`src/rtl/lcd_pkg.sv`:
```
// Shared definitions for the LCD command sequencer: opcodes, script word
// layout, sequencer state encoding and a saturating counter helper.
package lcd_pkg;

    localparam logic [2:0] CMD_WRITE = 3'd0;
    localparam logic [2:0] CMD_UP    = 3'd1;
    localparam logic [2:0] CMD_DOWN  = 3'd2;
    localparam logic [2:0] CMD_LEFT  = 3'd3;
    localparam logic [2:0] CMD_RIGHT = 3'd4;
    localparam logic [2:0] CMD_AVG   = 3'd5;
    localparam logic [2:0] CMD_MIRX  = 3'd6;
    localparam logic [2:0] CMD_MIRY  = 3'd7;

    localparam int OP_LSB   = 0;
    localparam int OP_MSB   = 2;
    localparam int REP_LSB  = 3;
    localparam int REP_MSB  = 6;
    localparam int LAST_BIT = 7;

    typedef enum logic [3:0] {
        ST_IDLE  = 4'd0,
        ST_INIT  = 4'd1,
        ST_FETCH = 4'd2,
        ST_LATCH = 4'd3,
        ST_ISSUE = 4'd4,
        ST_ACK   = 4'd5,
        ST_EXEC  = 4'd6,
        ST_WFIN  = 4'd7,
        ST_DONE  = 4'd8,
        ST_ERR   = 4'd9
    } seq_state_e;

    function automatic logic [7:0] sat_inc8(input logic [7:0] v);
        if (v == 8'hFF) begin
            return v;
        end else begin
            return v + 8'd1;
        end
    endfunction

endpackage

```
`src/rtl/lcd_seq_watchdog.sv`:
```
// Acknowledge watchdog: counts enabled cycles after a clear and flags the
// cycle in which the LIMIT-th enabled cycle is reached.
module lcd_seq_watchdog #(
    parameter int LIMIT = 15
) (
    input  logic clk,
    input  logic reset,
    input  logic clear,
    input  logic enable,
    output logic expired
);
    localparam int CW = $clog2(LIMIT + 1);

    logic [CW-1:0] cnt_q;
    logic [CW-1:0] cnt_d;

    // Next count: clear wins, then increment while enabled, parked at the limit.
    always_comb begin
        cnt_d = cnt_q;
        if (clear) begin
            cnt_d = '0;
        end else if (enable && (cnt_q != CW'(LIMIT - 1))) begin
            cnt_d = cnt_q + CW'(1);
        end else begin
            cnt_d = cnt_q;
        end
    end

    // Count register.
    always_ff @(posedge clk or posedge reset) begin
        if (reset) begin
            cnt_q <= '0;
        end else begin
            cnt_q <= cnt_d;
        end
    end

    assign expired = enable && (cnt_q == CW'(LIMIT - 1));

endmodule

```
`src/rtl/lcd_cmd_sequencer.sv`:
```
// Script-driven command issuer: walks a command ROM, expands repeat counts and
// strobes commands into LCD_CTRL while honouring its busy/done handshake.
module lcd_cmd_sequencer
    import lcd_pkg::*;
#(
    parameter int CROM_AW     = 5,
    parameter int ACK_TIMEOUT = 15
) (
    input  logic               clk,
    input  logic               reset,
    input  logic               start,
    output logic               CROM_EN,
    output logic [CROM_AW-1:0] CROM_A,
    input  logic [7:0]         CROM_Q,
    input  logic               lcd_busy,
    input  logic               lcd_done,
    output logic [2:0]         cmd,
    output logic               cmd_valid,
    output logic               seq_busy,
    output logic               seq_done,
    output logic               seq_err,
    output logic [7:0]         issued_cnt
);
    seq_state_e state_q, state_d;

    logic               crom_en_q, crom_en_d;
    logic [CROM_AW-1:0] crom_a_q, crom_a_d;
    logic [2:0]         cmd_q, cmd_d;
    logic               cmd_valid_q, cmd_valid_d;
    logic               seq_busy_q, seq_busy_d;
    logic               seq_done_q, seq_done_d;
    logic               seq_err_q, seq_err_d;
    logic [7:0]         issued_cnt_q, issued_cnt_d;
    logic [2:0]         op_q, op_d;
    logic [3:0]         rep_cnt_q, rep_cnt_d;
    logic               last_q, last_d;

    logic start_s;
    logic issue_s;
    logic wd_expired_s;

    assign start_s = start && ((state_q == ST_IDLE) || (state_q == ST_DONE) || (state_q == ST_ERR));
    assign issue_s = (state_q == ST_ISSUE) && !lcd_busy;

    lcd_seq_watchdog #(
        .LIMIT (ACK_TIMEOUT)
    ) u_watchdog (
        .clk     (clk),
        .reset   (reset),
        .clear   (issue_s),
        .enable  (state_q == ST_ACK),
        .expired (wd_expired_s)
    );

    // State register.
    always_ff @(posedge clk or posedge reset) begin
        if (reset) begin
            state_q <= ST_IDLE;
        end else begin
            state_q <= state_d;
        end
    end

    // Next-state logic.
    always_comb begin
        state_d = state_q;
        case (state_q)
            ST_IDLE, ST_DONE, ST_ERR: begin
                if (start) state_d = ST_INIT;
                else       state_d = state_q;
            end
            ST_INIT: begin
                if (!lcd_busy) state_d = ST_FETCH;
                else           state_d = ST_INIT;
            end
            ST_FETCH: state_d = ST_LATCH;
            ST_LATCH: state_d = ST_ISSUE;
            ST_ISSUE: begin
                if (!lcd_busy) state_d = ST_ACK;
                else           state_d = ST_ISSUE;
            end
            ST_ACK: begin
                // A busy rise in the same cycle as expiry still counts as acknowledged.
                if (lcd_busy)          state_d = ST_EXEC;
                else if (wd_expired_s) state_d = ST_ERR;
                else                   state_d = ST_ACK;
            end
            ST_EXEC: begin
                if (lcd_busy)                 state_d = ST_EXEC;
                else if (op_q == CMD_WRITE)   state_d = ST_WFIN;
                else if (rep_cnt_q != 4'd0)   state_d = ST_ISSUE;
                else if (last_q)              state_d = ST_DONE;
                else if (&crom_a_q)           state_d = ST_ERR;
                else                          state_d = ST_FETCH;
            end
            ST_WFIN: begin
                if (lcd_done) state_d = ST_DONE;
                else          state_d = ST_WFIN;
            end
            default: state_d = ST_IDLE;
        endcase
    end

    // Output and datapath next values, all registered from the next state.
    always_comb begin
        crom_en_d    = (state_d == ST_FETCH) ? 1'b0 : 1'b1;
        seq_busy_d   = !((state_d == ST_IDLE) || (state_d == ST_DONE) || (state_d == ST_ERR));
        seq_done_d   = (state_d == ST_DONE);
        seq_err_d    = (state_d == ST_ERR);
        cmd_valid_d  = issue_s;

        if (issue_s) cmd_d = op_q;
        else         cmd_d = cmd_q;

        if (start_s)      issued_cnt_d = 8'd0;
        else if (issue_s) issued_cnt_d = sat_inc8(issued_cnt_q);
        else              issued_cnt_d = issued_cnt_q;

        if (start_s)                                       crom_a_d = '0;
        else if ((state_q == ST_EXEC) && (state_d == ST_FETCH)) crom_a_d = crom_a_q + CROM_AW'(1);
        else                                               crom_a_d = crom_a_q;

        if (state_q == ST_LATCH) begin
            op_d      = CROM_Q[OP_MSB:OP_LSB];
            rep_cnt_d = CROM_Q[REP_MSB:REP_LSB];
            last_d    = CROM_Q[LAST_BIT];
        end else begin
            op_d   = op_q;
            last_d = last_q;
            if ((state_q == ST_EXEC) && (state_d == ST_ISSUE)) rep_cnt_d = rep_cnt_q - 4'd1;
            else                                               rep_cnt_d = rep_cnt_q;
        end
    end

    // Output and datapath registers.
    always_ff @(posedge clk or posedge reset) begin
        if (reset) begin
            crom_en_q    <= 1'b1;
            crom_a_q     <= '0;
            cmd_q        <= 3'd0;
            cmd_valid_q  <= 1'b0;
            seq_busy_q   <= 1'b0;
            seq_done_q   <= 1'b0;
            seq_err_q    <= 1'b0;
            issued_cnt_q <= 8'd0;
            op_q         <= 3'd0;
            rep_cnt_q    <= 4'd0;
            last_q       <= 1'b0;
        end else begin
            crom_en_q    <= crom_en_d;
            crom_a_q     <= crom_a_d;
            cmd_q        <= cmd_d;
            cmd_valid_q  <= cmd_valid_d;
            seq_busy_q   <= seq_busy_d;
            seq_done_q   <= seq_done_d;
            seq_err_q    <= seq_err_d;
            issued_cnt_q <= issued_cnt_d;
            op_q         <= op_d;
            rep_cnt_q    <= rep_cnt_d;
            last_q       <= last_d;
        end
    end

    assign CROM_EN    = crom_en_q;
    assign CROM_A     = crom_a_q;
    assign cmd        = cmd_q;
    assign cmd_valid  = cmd_valid_q;
    assign seq_busy   = seq_busy_q;
    assign seq_done   = seq_done_q;
    assign seq_err    = seq_err_q;
    assign issued_cnt = issued_cnt_q;

endmodule

```
`config.mk`:
```
export PLATFORM = sky130hd
export DESIGN_NAME = lcd_cmd_sequencer
export DESIGN_NICKNAME = d
export VERILOG_FILES = /design/src/rtl/lcd_pkg.sv /design/src/rtl/lcd_seq_watchdog.sv /design/src/rtl/lcd_cmd_sequencer.sv
export SDC_FILE = /design/constraint.sdc
export NUM_CORES = 1
export LEC_CHECK = 0
export ABC_CLOCK_PERIOD_IN_PS = 2000
export CORE_UTILIZATION = 40
export CTS_BUF_LIST = sky130_fd_sc_hd__clkbuf_16
export DETAILED_ROUTE_END_ITERATION = 6
export HOLD_SLACK_MARGIN = 0.12
export PLACE_DENSITY = 0.77
export SLEW_MARGIN = 20
export SYNTH_ARGS = -nofsm -noshare
export SYNTH_HDL_FRONTEND = slang
export SYNTH_SLANG_ARGS = --single-unit
```
`constraint.sdc`:
```
create_clock -name clk -period 2 [get_ports clk]
set_input_delay 0.4 -clock clk [delete_from_list [all_inputs] [get_ports clk]]
set_output_delay 0.4 -clock clk [all_outputs]
set_load 0.005 [all_outputs]
```
=== Yosys cells after proc, flatten, opt, wreduce, memory -nomap -nowiden ===
Cells that the tools add are included.

* $add $sub $neg: 4
* Equality and inequality tests: 17
* Mux-type cells: 22
* Reduce and logical (&&, ||, !) cells: 23

{| class="wikitable"
|+ Operator list
! operator !! count
|-
| $mux 4 || 13
|-
| $pmux 4 s8 || 1
|-
| $mux 8 || 3
|-
| $eq 4x3->1 const B || 5
|-
| $eq 4x4->1 const B || 5
|-
| $eq 4x2->1 const B || 3
|-
| $mux 5 || 2
|-
| $add 8x1->8 const B || 1
|-
| $eq 8x8->1 const B || 1
|-
| $logic_not 4->1 || 2
|-
| $reduce_bool 2->1 || 4
|-
| $logic_and 1x1->1 || 6
|-
| $add 5x1->5 const B || 1
|-
| $reduce_and 5->1 || 1
|-
| $add 4x1->4 const B || 1
|-
| $eq 4x1->1 const B || 1
|-
| $logic_or 1x1->1 || 4
|-
| $ne 4x4->1 const B || 1
|-
| $reduce_bool 4->1 || 1
|-
| $sub 4x1->4 const B || 1
|-
| $logic_not 3->1 || 1
|-
| $reduce_or 3->1 || 1
|-
| $logic_not 1->1 || 2
|-
| $mux 1 || 2
|-
| other kinds (3) || 3
|}

* Register bits after elaboration: 37
* Input bits: 13
* Output and inout port bits: 21
* Logic and storage cells: 79

=== Depth between registers and ports, before layout ===
Gate-level depths: netlist of the first run.

* Depth after elaboration: 11
* Mapped depth: 8
* Gate-level depth less buffers: 8

=== Modules after synthesis ===
A second synthesis of the first run with hierarchy kept.

* Cell total of the unflattened synthesis: 198
* Area total of the unflattened synthesis: 2029.4 um2

{| class="wikitable"
|+ Modules (own cells, without submodules)
! module !! instances !! cells an instance !! area an instance (um2) !! seq. area each (um2)
|-
| lcd_cmd_sequencer || 1 || 173 || 1788.0 || 827.0
|-
| lcd_seq_watchdog || 1 || 25 || 241.5 || 100.1
|}

=== Worst setup path after synthesis of the first run ===
No wires, ideal clock.

* Path kind: register -> register
* Start: reg rep_cnt_q[0]
* End: reg rep_cnt_q[3]
* Library setup time: 0.125 ns
* Data arrival time: 1.852 ns
* Data required time: 1.875 ns
* Setup slack: 0.023 ns
* Stages on the path, launching flop included: 9
* Path buffers: 1
* Period minus slack after synthesis: 1.977 ns
* Path through: dfrtp_1 -> inv_1 -> ha_1 -> nor3b_1 -> or4b_1 -> buf_2 -> nor4_4 -> xor2_1 -> mux2_2

* Word-level cells in the longest chain between the ends: 8
* Elaborated cells on any way between the ends: 11
* Those cells by class: add/sub (1); eq/ne (1); mux (6); reduce/logical (3)

{| class="wikitable"
|+ RTL lines
! element !! line !! text
|-
| start, declared || lcd_cmd_sequencer.sv:35 || <nowiki>logic [3:0] rep_cnt_q, rep_cnt_d;</nowiki>
|-
| start signal, assigned || lcd_cmd_sequencer.sv:159 || <nowiki>rep_cnt_q <= rep_cnt_d;</nowiki>
|-
| $reduce_bool 4->1 || lcd_cmd_sequencer.sv:91 || <nowiki>else if (rep_cnt_q != 4'd0) state_d = ST_ISSUE;</nowiki>
|-
| $mux 4 || lcd_cmd_sequencer.sv:91 ||
|-
| $mux 4 || lcd_cmd_sequencer.sv:90 || <nowiki>else if (op_q == CMD_WRITE) state_d = ST_WFIN;</nowiki>
|-
| $mux 4 || lcd_cmd_sequencer.sv:89 || <nowiki>if (lcd_busy) state_d = ST_EXEC;</nowiki>
|-
| $pmux 4 s8 || lcd_cmd_sequencer.sv:67 || <nowiki>case (state_q)</nowiki>
|-
| $eq 4x3->1 || lcd_cmd_sequencer.sv:130 || <nowiki>if ((state_q == ST_EXEC) && (state_d == ST_ISSUE)) rep_cnt_d = rep_cnt_q - 4'd1;</nowiki>
|-
| $logic_and 1x1->1 || lcd_cmd_sequencer.sv:130 ||
|-
| $reduce_bool 2->1 (no line) || - ||
|}

Several ways; a longest one is shown, not always the timed one. The select of a mux whose other input is x is not followed.
A chain may end at the register's enable or synchronous reset.

=== Worst setup path in the final report of the first run ===
* Start: in lcd_busy
* End: reg seq_busy_q (netlist: seq_busy)

* Word-level cells in the longest chain between the ends: 6
* Elaborated cells on any way between the ends: 11
* Those cells by class: eq/ne (2); mux (5); reduce/logical (4)

{| class="wikitable"
|+ RTL lines
! element !! line !! text
|-
| start, declared || lcd_cmd_sequencer.sv:15 || <nowiki>input logic lcd_busy,</nowiki>
|-
| $mux 4, or another cell as far along || lcd_cmd_sequencer.sv:89 ||
|-
| $pmux 4 s8 * || lcd_cmd_sequencer.sv:67 ||
|-
| via state_d[0] || lcd_cmd_sequencer.sv:24 || <nowiki>seq_state_e state_q, state_d;</nowiki>
|-
| $eq 4x4->1 / $logic_not 4->1 (equally long branches) || lcd_cmd_sequencer.sv:107 || <nowiki>seq_busy_d = !((state_d == ST_IDLE) || (state_d == ST_DONE) || (state_d == ST_ERR));</nowiki>
|-
| $logic_or 1x1->1 || lcd_cmd_sequencer.sv:107 ||
|-
| $logic_or 1x1->1 * || lcd_cmd_sequencer.sv:107 ||
|-
| $logic_not 1->1 * || lcd_cmd_sequencer.sv:107 ||
|-
| via seq_busy_d || lcd_cmd_sequencer.sv:30 || <nowiki>logic seq_busy_q, seq_busy_d;</nowiki>
|-
| end signal, assigned || lcd_cmd_sequencer.sv:154 || <nowiki>seq_busy_q <= seq_busy_d;</nowiki>
|-
| end, declared || lcd_cmd_sequencer.sv:30 ||
|}

The timed path passes the listed nets; every way through them passes the cells marked *.

==> results.yml, run 1 <==
status:
  status: "complete, but fails checks"
  violations: "negative setup slack"
timing:
  maxSlewHeadroom_pct: 68.6
  worst_slew_pin_slew_ns: 0.472
  clock_skew_ns: 0.00392
  hold_violations: 0
  finalMaxSlewViolations: 0
  fin_ws_ns: -0.0351
  period_minus_slack_ns: 2.04
  fin_crit_sh_pct: 102
  setup_viol: 1
  fmax_mhz: 491
yosys:
  yosysTopAreaCellShare_pct: 46.7
  synth.largest_area_cell: "dfrtp_1"
  ys.warnings.count: 0
  synth_area_sq_um: 1930
  synth_area_per_cell_sq_um: 10.2
  synthFlopType: "dfrtp_1"
  synth_nets: 209
  seq_area_frac_synth_pct: 48.0
  synth_edf_count: 0
  netlist_instances: 190
  ys_seq_elements: 37
  synth_area_leaders: "dfrtp_1, mux2_2, xor2_1, ha_1, nor2_1"
  async_flop_share_pct: 100
  synth_cell_type_count: 43
layout:
  final_area_sq_um: 2700
  layout_common_cells: "dfrtp_1, clkdlybuf4s50_1, buf_4"
  antenna_cells: 0
  area_growth_pct: 40.0
  drive_above_1_share_pct: 24.5
  finalNetCount: 267
  nFillCells: 372
  layout_commonest_cell: "dfrtp_1"
  multi_input_area_sq_um: 988
  seqCellArea_sq_um: 927
  fin_util_pct: 60.0
pwr:
  power_mw: 3.44
  max-vdd-ir-drop_mv: 0.758
  p_leak_nw: 1.23
  powerDensity_nw_per_um2: 1270
detailed_routing:
  dr.max_layer_used: "met4"
  dr.pass1.iters: 4
  drc: 0
  initialDrtViolationCount: 95
  m1WireLength_um: 1940
  ant_nets: 0
  routedWlPerCell_um: 14.6
  wl_met2_um: 2230
  vias_per_cell: 5.35
  vias: 1610
  wl_met3_um: 177
  wirelength_um: 4410
global_route:
  overflow: 0
  antenna_found_initial: 0
  grt_start_max_net_pins: 38
  track_usage_pct: 18.8
  grt_pass1_wl_um: 7430
  grt_pass1_vias: 1645
placement:
  postPlaceCellArea_sq_um: 2450
  dp_hpwl_um: 2960
  gp_congestion: 0.826
  io_buffers: 33
cts:
  cts_tree: "done"
  clk_latency_ns: 0.28
  h-tree-depth: 2
  clk_path_buf_depth: 2
  cts.sinks: 37
  path_clk_slew_ns: 0.05
  cts_hold_buf: 0
  root_buffer: "clkbuf_16"
  cts_made_buffers: 5
floorplanning:
  start_util_pct: 42.9
  die_w_um: 71.5
  rows: 24
  die_h_um: 71.5
  fp.coreArea_sq_um: 4500
  die_area_sq_um: 5110
  io_pins: 34
worst_setup_path:
  max_stage_delay_ns: 0.45
  crit_path_cell_trace: "clkdlybuf4s50_1, buf_6, or3b_1, a31oi_1, o211ai_1, buf_4, nor2_1, o21ai_1"
  worst-setup-path-type: "input pin to flop"
  arrival_ns: 2.19
  cp_max_fo: 8
  cp-start-kind: "input pin"
  cp.required_ns: 2.15
  end_kind: "flop"
  cp_slowest_cell: "clkdlybuf4s50_1"
hold_path:
  hp-class: "flop to flop"
run:
  cap_violations: 0
[report_power, final]
group / switching [mW] / leakage (nW) / internal (mW)
clock: 0.283 / 0.0738 / 0.448
combinational: 0.718 / 0.677 / 0.826
sequential: 0.171 / 0.478 / 0.992
[worst paths after layout]
check	start	endpoint	slack, ns	cells past startpoint
setup / recovery	lcd_busy	seq_busy$_DFF_PP0_	-0.04	8
min in group asynchronous	reset	cmd[2]$_DFFE_PP0P_	0.54	3
setup reg to reg	rep_cnt_q[0]$_DFFE_PP0P_	seq_busy$_DFF_PP0_	0.07	9
hold reg to reg	cmd[2]$_DFFE_PP0P_	cmd[2]$_DFFE_PP0P_	0.52	1
max in group asynchronous	reset	CROM_EN$_DFF_PP1_	1.10	3
hold / removal	cmd[2]$_DFFE_PP0P_	cmd[2]$_DFFE_PP0P_	0.52	1
[timing repair]
item,in CTS,in global routing
setup buffers,2,3
endpoints found under the hold margin,0,0
pin swaps,2,4
gates resized for setup,6,11
setup endpoints to repair,2,15
[cell usage after synthesis, types with 5 or more instances]
| master | count |
|---|---|
| o21ai_0 | 9 |
| and3_1 | 5 |
| xor2_1 | 9 |
| nor2_1 | 18 |
| nand4_1 | 6 |
| nand2_1 | 13 |
| inv_1 | 11 |
| buf_2 | 6 |
| dfrtp_1 | 36 |
| xnor2_1 | 5 |
| nand2b_1 | 5 |
| ha_1 | 6 |
| nand3_1 | 8 |
| mux2_2 | 9 |
[state kept, by name, summed over array words and instances (netlist names)]
name / cells
CROM_EN: 1
state_q: 4
cmd_valid: 1
seq_err: 1
seq_busy: 1
rep_cnt_q: 4
cmd: 3
seq_done: 1
last_q: 1
issued_cnt: 8
op_q: 3
CROM_A: 5
u_watchdog.cnt_q: 4
[layout make-up]
type                       instances  area share, %
multi-input combinational        132           36.6
clock inverter                     3          0.417
timing repair buffer              61           20.1
inverter                          11           1.53
sequential                        37           34.3
clock buffer                       5           4.63
tap                               52           2.41
[critical path, delay by kind of cell]
family / cells / cell delay (ns)
buf+inv: 3 / 0.81
simple gates: 2 / 0.50
compound gates: 3 / 0.49
[stage by stage]
step | hold slack [ns] | worst slack, ns | cells | setup TNS, ns
after floorplan | 0.499 | 0.0228 | 190 | 0
final | 0.516 | -0.0351 | 301 | -0.0351
after detailed placement | 0.504 | -0.159 | 288 | -1.68
after CTS | 0.527 | 0.00792 | 298 | 0
after global routing | 0.543 | -0.0702 | 301 | -0.0778
after global placement | 0.500 | -0.133 | 288 | -1.28
[metal layers]
layer / global-route usage, % / up-vias
met2: 31.0 / 35
li1: - / 777
met1: 23.7 / 792
met3: 4.78 / 6
met5: 0 / -
met4: 7.63 / 0
[kinds of logic (layout without fill, tap and decap cells)]
group	count (synthesis)	count (layout)	share of synthesized area, %
compound gates	25	25	7.78
flops	37	37	48.0
buf+inv	21	80	4.47
simple gates	76	76	23.2
fa+ha+maj	6	6	3.89
mux	11	11	6.29
xor+xnor	14	14	6.35
Note: power is estimated with default switching activity, not from simulation.
==> inputs of run 2 (changes only) <==
CAP_MARGIN = 20   (was not set)
SKIP_LAST_GASP = 1   (was not set)
==> results of run 2 <==
Same layout as run 1: the final DEF is identical, and so are final timing and power.
